[src/rtl/uart_pkg.sv]
// Shared definitions for the UART transmitter: FSM state encoding and
// default frame parameters.
package uart_pkg;

  typedef enum logic [1:0] {
    IDLE  = 2'd0,
    START = 2'd1,
    DATA  = 2'd2,
    STOP  = 2'd3
  } uart_state_t;

  localparam int UART_DATA_BITS    = 8;
  localparam int UART_STOP_BITS    = 1;
  localparam int UART_CLKS_PER_BIT = 16;

endpackage

[src/rtl/uart_transmitter.sv]
// UART serializer: accepts one word per valid/ready handshake and shifts it
// out as start bit, LSB-first data bits and stop bits, each CLKS_PER_BIT clocks.
module uart_transmitter
  import uart_pkg::*;
#(
  parameter int DATA_BITS    = UART_DATA_BITS,
  parameter int STOP_BITS    = UART_STOP_BITS,
  parameter int CLKS_PER_BIT = UART_CLKS_PER_BIT
) (
  input  logic                 clk,
  input  logic                 rst,
  input  logic                 valid_in,
  input  logic [DATA_BITS-1:0] data_in,
  output logic                 tx,
  output logic                 ready_out
);

  localparam int CNT_W = $clog2(CLKS_PER_BIT);
  localparam int BIT_W = $clog2(DATA_BITS) + 1;

  localparam logic [CNT_W-1:0] CNT_LAST  = CNT_W'(CLKS_PER_BIT - 1);
  localparam logic [BIT_W-1:0] BIT_LAST  = BIT_W'(DATA_BITS - 1);
  localparam logic [1:0]       STOP_LAST = 2'(STOP_BITS - 1);

  generate
    if (DATA_BITS < 5 || DATA_BITS > 9) begin : g_bad_data_bits
      $error("uart_transmitter: DATA_BITS must be in 5..9");
    end
    if (STOP_BITS != 1 && STOP_BITS != 2) begin : g_bad_stop_bits
      $error("uart_transmitter: STOP_BITS must be 1 or 2");
    end
    if (CLKS_PER_BIT < 2) begin : g_bad_clks_per_bit
      $error("uart_transmitter: CLKS_PER_BIT must be at least 2");
    end
  endgenerate

  uart_state_t          state_reg, state_next;
  logic [CNT_W-1:0]     cnt_reg, cnt_next;
  logic [BIT_W-1:0]     bit_reg, bit_next;
  logic [1:0]           stop_reg, stop_next;
  logic [DATA_BITS-1:0] shift_reg, shift_next;
  logic                 tx_reg, tx_next;

  logic period_done;
  assign period_done = (cnt_reg == CNT_LAST);

  always_ff @(posedge clk or posedge rst) begin
    if (rst) begin
      state_reg <= IDLE;
      cnt_reg   <= '0;
      bit_reg   <= '0;
      stop_reg  <= '0;
      shift_reg <= '0;
      tx_reg    <= 1'b1;
    end else begin
      state_reg <= state_next;
      cnt_reg   <= cnt_next;
      bit_reg   <= bit_next;
      stop_reg  <= stop_next;
      shift_reg <= shift_next;
      tx_reg    <= tx_next;
    end
  end

  always_comb begin
    state_next = state_reg;
    cnt_next   = cnt_reg;
    bit_next   = bit_reg;
    stop_next  = stop_reg;
    shift_next = shift_reg;

    case (state_reg)
      IDLE: begin
        if (valid_in) begin
          state_next = START;
          shift_next = data_in;
          cnt_next   = '0;
          bit_next   = '0;
          stop_next  = '0;
        end
      end
      START: begin
        if (period_done) begin
          cnt_next   = '0;
          bit_next   = '0;
          state_next = DATA;
        end else begin
          cnt_next = cnt_reg + 1'b1;
        end
      end
      DATA: begin
        if (period_done) begin
          cnt_next   = '0;
          shift_next = shift_reg >> 1;
          bit_next   = bit_reg + 1'b1;
          if (bit_reg == BIT_LAST) begin
            stop_next  = '0;
            state_next = STOP;
          end
        end else begin
          cnt_next = cnt_reg + 1'b1;
        end
      end
      STOP: begin
        if (period_done) begin
          cnt_next = '0;
          if (stop_reg == STOP_LAST) begin
            stop_next  = '0;
            state_next = IDLE;
          end else begin
            stop_next = stop_reg + 1'b1;
          end
        end else begin
          cnt_next = cnt_reg + 1'b1;
        end
      end
      default: state_next = IDLE;
    endcase

    // Line level is computed from the upcoming state so tx leaves a flop.
    case (state_next)
      START:   tx_next = 1'b0;
      DATA:    tx_next = shift_next[0];
      default: tx_next = 1'b1;
    endcase
  end

  assign tx        = tx_reg;
  assign ready_out = (state_reg == IDLE);

endmodule

[config.mk]
export PLATFORM = sky130hd
export DESIGN_NAME = uart_transmitter
export DESIGN_NICKNAME = d
export VERILOG_FILES = /design/src/rtl/uart_pkg.sv /design/src/rtl/uart_transmitter.sv
export SDC_FILE = /design/constraint.sdc
export NUM_CORES = 1
export LEC_CHECK = 0
export ABC_CLOCK_PERIOD_IN_PS = 1520
export CAP_MARGIN = 0
export CORE_MARGIN = 8
export CORE_UTILIZATION = 39
export DETAILED_ROUTE_END_ITERATION = 16
export PLACE_DENSITY = 0.57
export SETUP_SLACK_MARGIN = 0.3
export SYNTH_ARGS = -nofsm -noshare
export SYNTH_HDL_FRONTEND = slang
export SYNTH_SLANG_ARGS = --single-unit
[constraint.sdc]
create_clock -name clk -period 1.52 [get_ports clk]
set_input_delay 0.152 -clock clk [delete_from_list [all_inputs] [get_ports clk]]
set_output_delay 0.152 -clock clk [all_outputs]
set_load 0.02 [all_outputs]
==> impl_metrics.env <==
export IMPL_yosysTopAreaCellShare_pct=40.8
export IMPL_dr_pass1_iters=4
export IMPL_relSlewSlack_pct=77.2
export IMPL_clk_insertion_delay_late_ps=310
export IMPL_n_antenna_cell=0
export IMPL_synth_area_top_cells="dfrtp_1, ha_1, o21ai_0, a21oi_1, nand2_1"
export IMPL_io_buffers=12
export IMPL_syn_area_per_cell_um2=9.22
export IMPL_dp_cells=205
export IMPL_drtAntennaViolNets=0
export IMPL_hold_buffers=0
export IMPL_path_clk_slew_ps=120
export IMPL_synth_top_cell_by_area="dfrtp_1"
export IMPL_layout_min_cycle_time_ps=1560
export IMPL_hp_class="in2async"
export IMPL_nNetsFinal=196
export IMPL_ir_worst_vdd_v=0.000401
export IMPL_syn2layout_area_growth_pct=53.1
export IMPL_antenna_found_initial=0
export IMPL_worst_pin_slew_ps=342
export IMPL_fin_worst_skew_ps=3.32
export IMPL_syn_nets=152
export IMPL_start_util_pct=40.5
export IMPL_ios=13
export IMPL_cts_tree="done"
export IMPL_grt_pass1_vias=1204
export IMPL_synthCells=133
export IMPL_max_cap_violations=0
export IMPL_rsz0062_at_grt="yes"
export IMPL_p_seq_share_pct=63.3
export IMPL_drt_iter0_markers=42
export IMPL_worstPathMaxFanout=6
export IMPL_dp_hpwl_um=2180
export IMPL_violations="negative setup slack"
export IMPL_hold_viol_final=0
export IMPL_htreeDepth=1
export IMPL_num_vias=1147
export IMPL_totalWireLength_um=3170
export IMPL_track_usage_pct=13.2
export IMPL_placementRows=20
export IMPL_fin_ws_ps=-36.4
export IMPL_setup_viol=8
export IMPL_synth_cell_types=36
export IMPL_largest_reg_flops=8
export IMPL_synth_seq_cells=21
export IMPL_worstPathRequired_ps=1740
export IMPL_core_mm2=0.00303
export IMPL_clockPowerShare_pct=31.2
export IMPL_maxSlewViolCount=0
export IMPL_cts_made_buffers=3
export IMPL_wire_per_inst_um=14.4
export IMPL_viasPerCell=5.21
export IMPL_final_cell_mix="buf_4, dfrtp_1, nand2_1, clkdlybuf4s50_1, a21oi_1"
export IMPL_final_cells=220
export IMPL_endpoint_kind="flop"
export IMPL_startpoint_type="flop"
export IMPL_post_route_drc_count=0
export IMPL_grt_pass1_wl_um=5490
export IMPL_netlist_area_mm2=0.00123
export IMPL_clkSinkCount=21
export IMPL_outcome="complete, but fails checks"
export IMPL_root_buffer="clkbuf_4"
export IMPL_dieArea_mm2=0.00519
export IMPL_ys_warn_count=0
export IMPL_tns_ps=-124
export IMPL_hold_slack_ps=80.0
export IMPL_finalCritPeriodShare_pct=102
export IMPL_power_leakage_nw=0.834
export IMPL_grt_max_degree=15
export IMPL_p_switching_mw=0.191
export IMPL_arrival_ps=1770
export IMPL_intPower_mw=0.691
export IMPL_seq_area_frac_synth_pct=43.0
export IMPL_fp_dieH_um=72.1
export IMPL_die_w_um=72.1
export IMPL_clock_tree_buffer_depth=2
export IMPL_final_common_cell="buf_4"
export IMPL_power_density_mw_per_mm2=470
export IMPL_placed_cell_area_mm2=0.00161
export IMPL_drive_gt1_share_pct=43.8
export IMPL_overflow=0
export IMPL_critical_path_class="reg2reg"
export IMPL_p_comb_share_pct=5.5
export IMPL_swShare_pct=21.7
export IMPL_stdcell_area_mm2=0.00188
export IMPL_fmax_ghz=0.643
export IMPL_place_congestion=0.763
-- synth_stat cells --
master,count
and2b_1,1
nor3_1,1
inv_1,9
and3_1,1
dfstp_2,1
a21oi_1,10
xor2_1,1
a32oi_1,2
or2b_1,1
o31ai_1,3
nand2b_1,2
and2_1,2
nor2_4,1
nor2_1,13
nand3b_1,2
buf_4,1
a21boi_1,1
and2b_4,1
o21ai_1,2
nand3_1,5
buf_2,3
nor3_2,1
a2111oi_2,1
o21ai_0,11
o32a_2,1
a21oi_2,1
a31oi_1,1
ha_1,8
nand4_1,2
a22oi_1,6
mux2_2,1
nand2_1,13
mux2i_1,1
and4_1,1
dfrtp_1,20
buf_6,2
-- worst max-delay path, stage by stage, from the launching register on --
cell,delay [ps]
dfrtp_2,430
inv_2,60
ha_4,180
buf_6,130
and2_4,150
o32a_2,370
buf_4,130
-- per-layer routing --
layer | vias to the layer above | wire length, µm | part of all wire [%] | track usage [%]
met2 | 20 | 1540 | 49 | 20.5
met4 | 0 | 34 | 1.1 | 5.44
met5 | - | 0 | 0 | 0
met3 | 3 | 71 | 2.2 | 2.62
li1 | 558 | - | - | -
met1 | 566 | 1520 | 48 | 17.5
-- metrics by stage --
| step | utilization, % | setup WS [ps] | total power, mW |
|---|---|---|---|
| after CTS | 56.7 | -60.4 | 0.890 |
| after global routing | 62.0 | -107 | 0.916 |
| after detailed placement | 53.0 | -141 | 0.617 |
| after global placement | 53.0 | -105 | 0.618 |
| final | 62.0 | -36.4 | 0.882 |
| after floorplan | - | -0.219 | 0.580 |
-- cell type report --
class / instances / area [µm²]
fillers: 246 / 1150
multi-input cells: 98 / 831
flip-flops and latches: 21 / 528
repair buffers: 44 / 400
well taps: 44 / 55.1
inverters: 9 / 36.3
clock buffers: 4 / 26.3
-- power groups by stage --
| stage | registers [mW] | logic [mW] | clock network, mW |
|---|---|---|---|
| final | 0.559 | 0.0484 | 0.275 |
| after global routing | 0.559 | 0.0536 | 0.303 |
| after detailed placement | 0.569 | 0.0482 | 0 |
| after CTS | 0.559 | 0.0494 | 0.282 |
| after global placement | 0.569 | 0.0483 | 0 |
| after floorplan | 0.569 | 0.0109 | 0 |
-- repair_timing --
item,in CTS,in global routing
setup endpoints to repair,22,22
pin swaps,6,11
setup buffers,4,6
gates cloned,1,0
resized for setup,27,28
-- logic make-up (layout without fill, tap and decap cells) --
family | Yosys count | count (layout) | synth area share (%)
simple gates | 47 | 48 | 19.7
buf+inv | 15 | 57 | 6.43
mux | 2 | 2 | 1.73
compound gates | 39 | 39 | 20.3
xor+xnor | 1 | 1 | 0.714
flops | 21 | 21 | 43.0
fa+ha+maj | 8 | 8 | 8.16
-- worst paths after layout --
kind	cells after the start	slack, ps	startpoint	endpoint
max reg2reg	6	-40	state_reg[1]	state_reg[0]
max	6	-40	state_reg[1]	state_reg[0]
min	2	80	rst	bit_reg[2]
min in group clk	3	380	data_in[7]	shift_reg[7]
max in group asynchronous	3	1050	rst	cnt_reg[2]
min reg2reg	1	520	bit_reg[3]	bit_reg[3]
No activity file was read; power rests on OpenSTA's default activity.
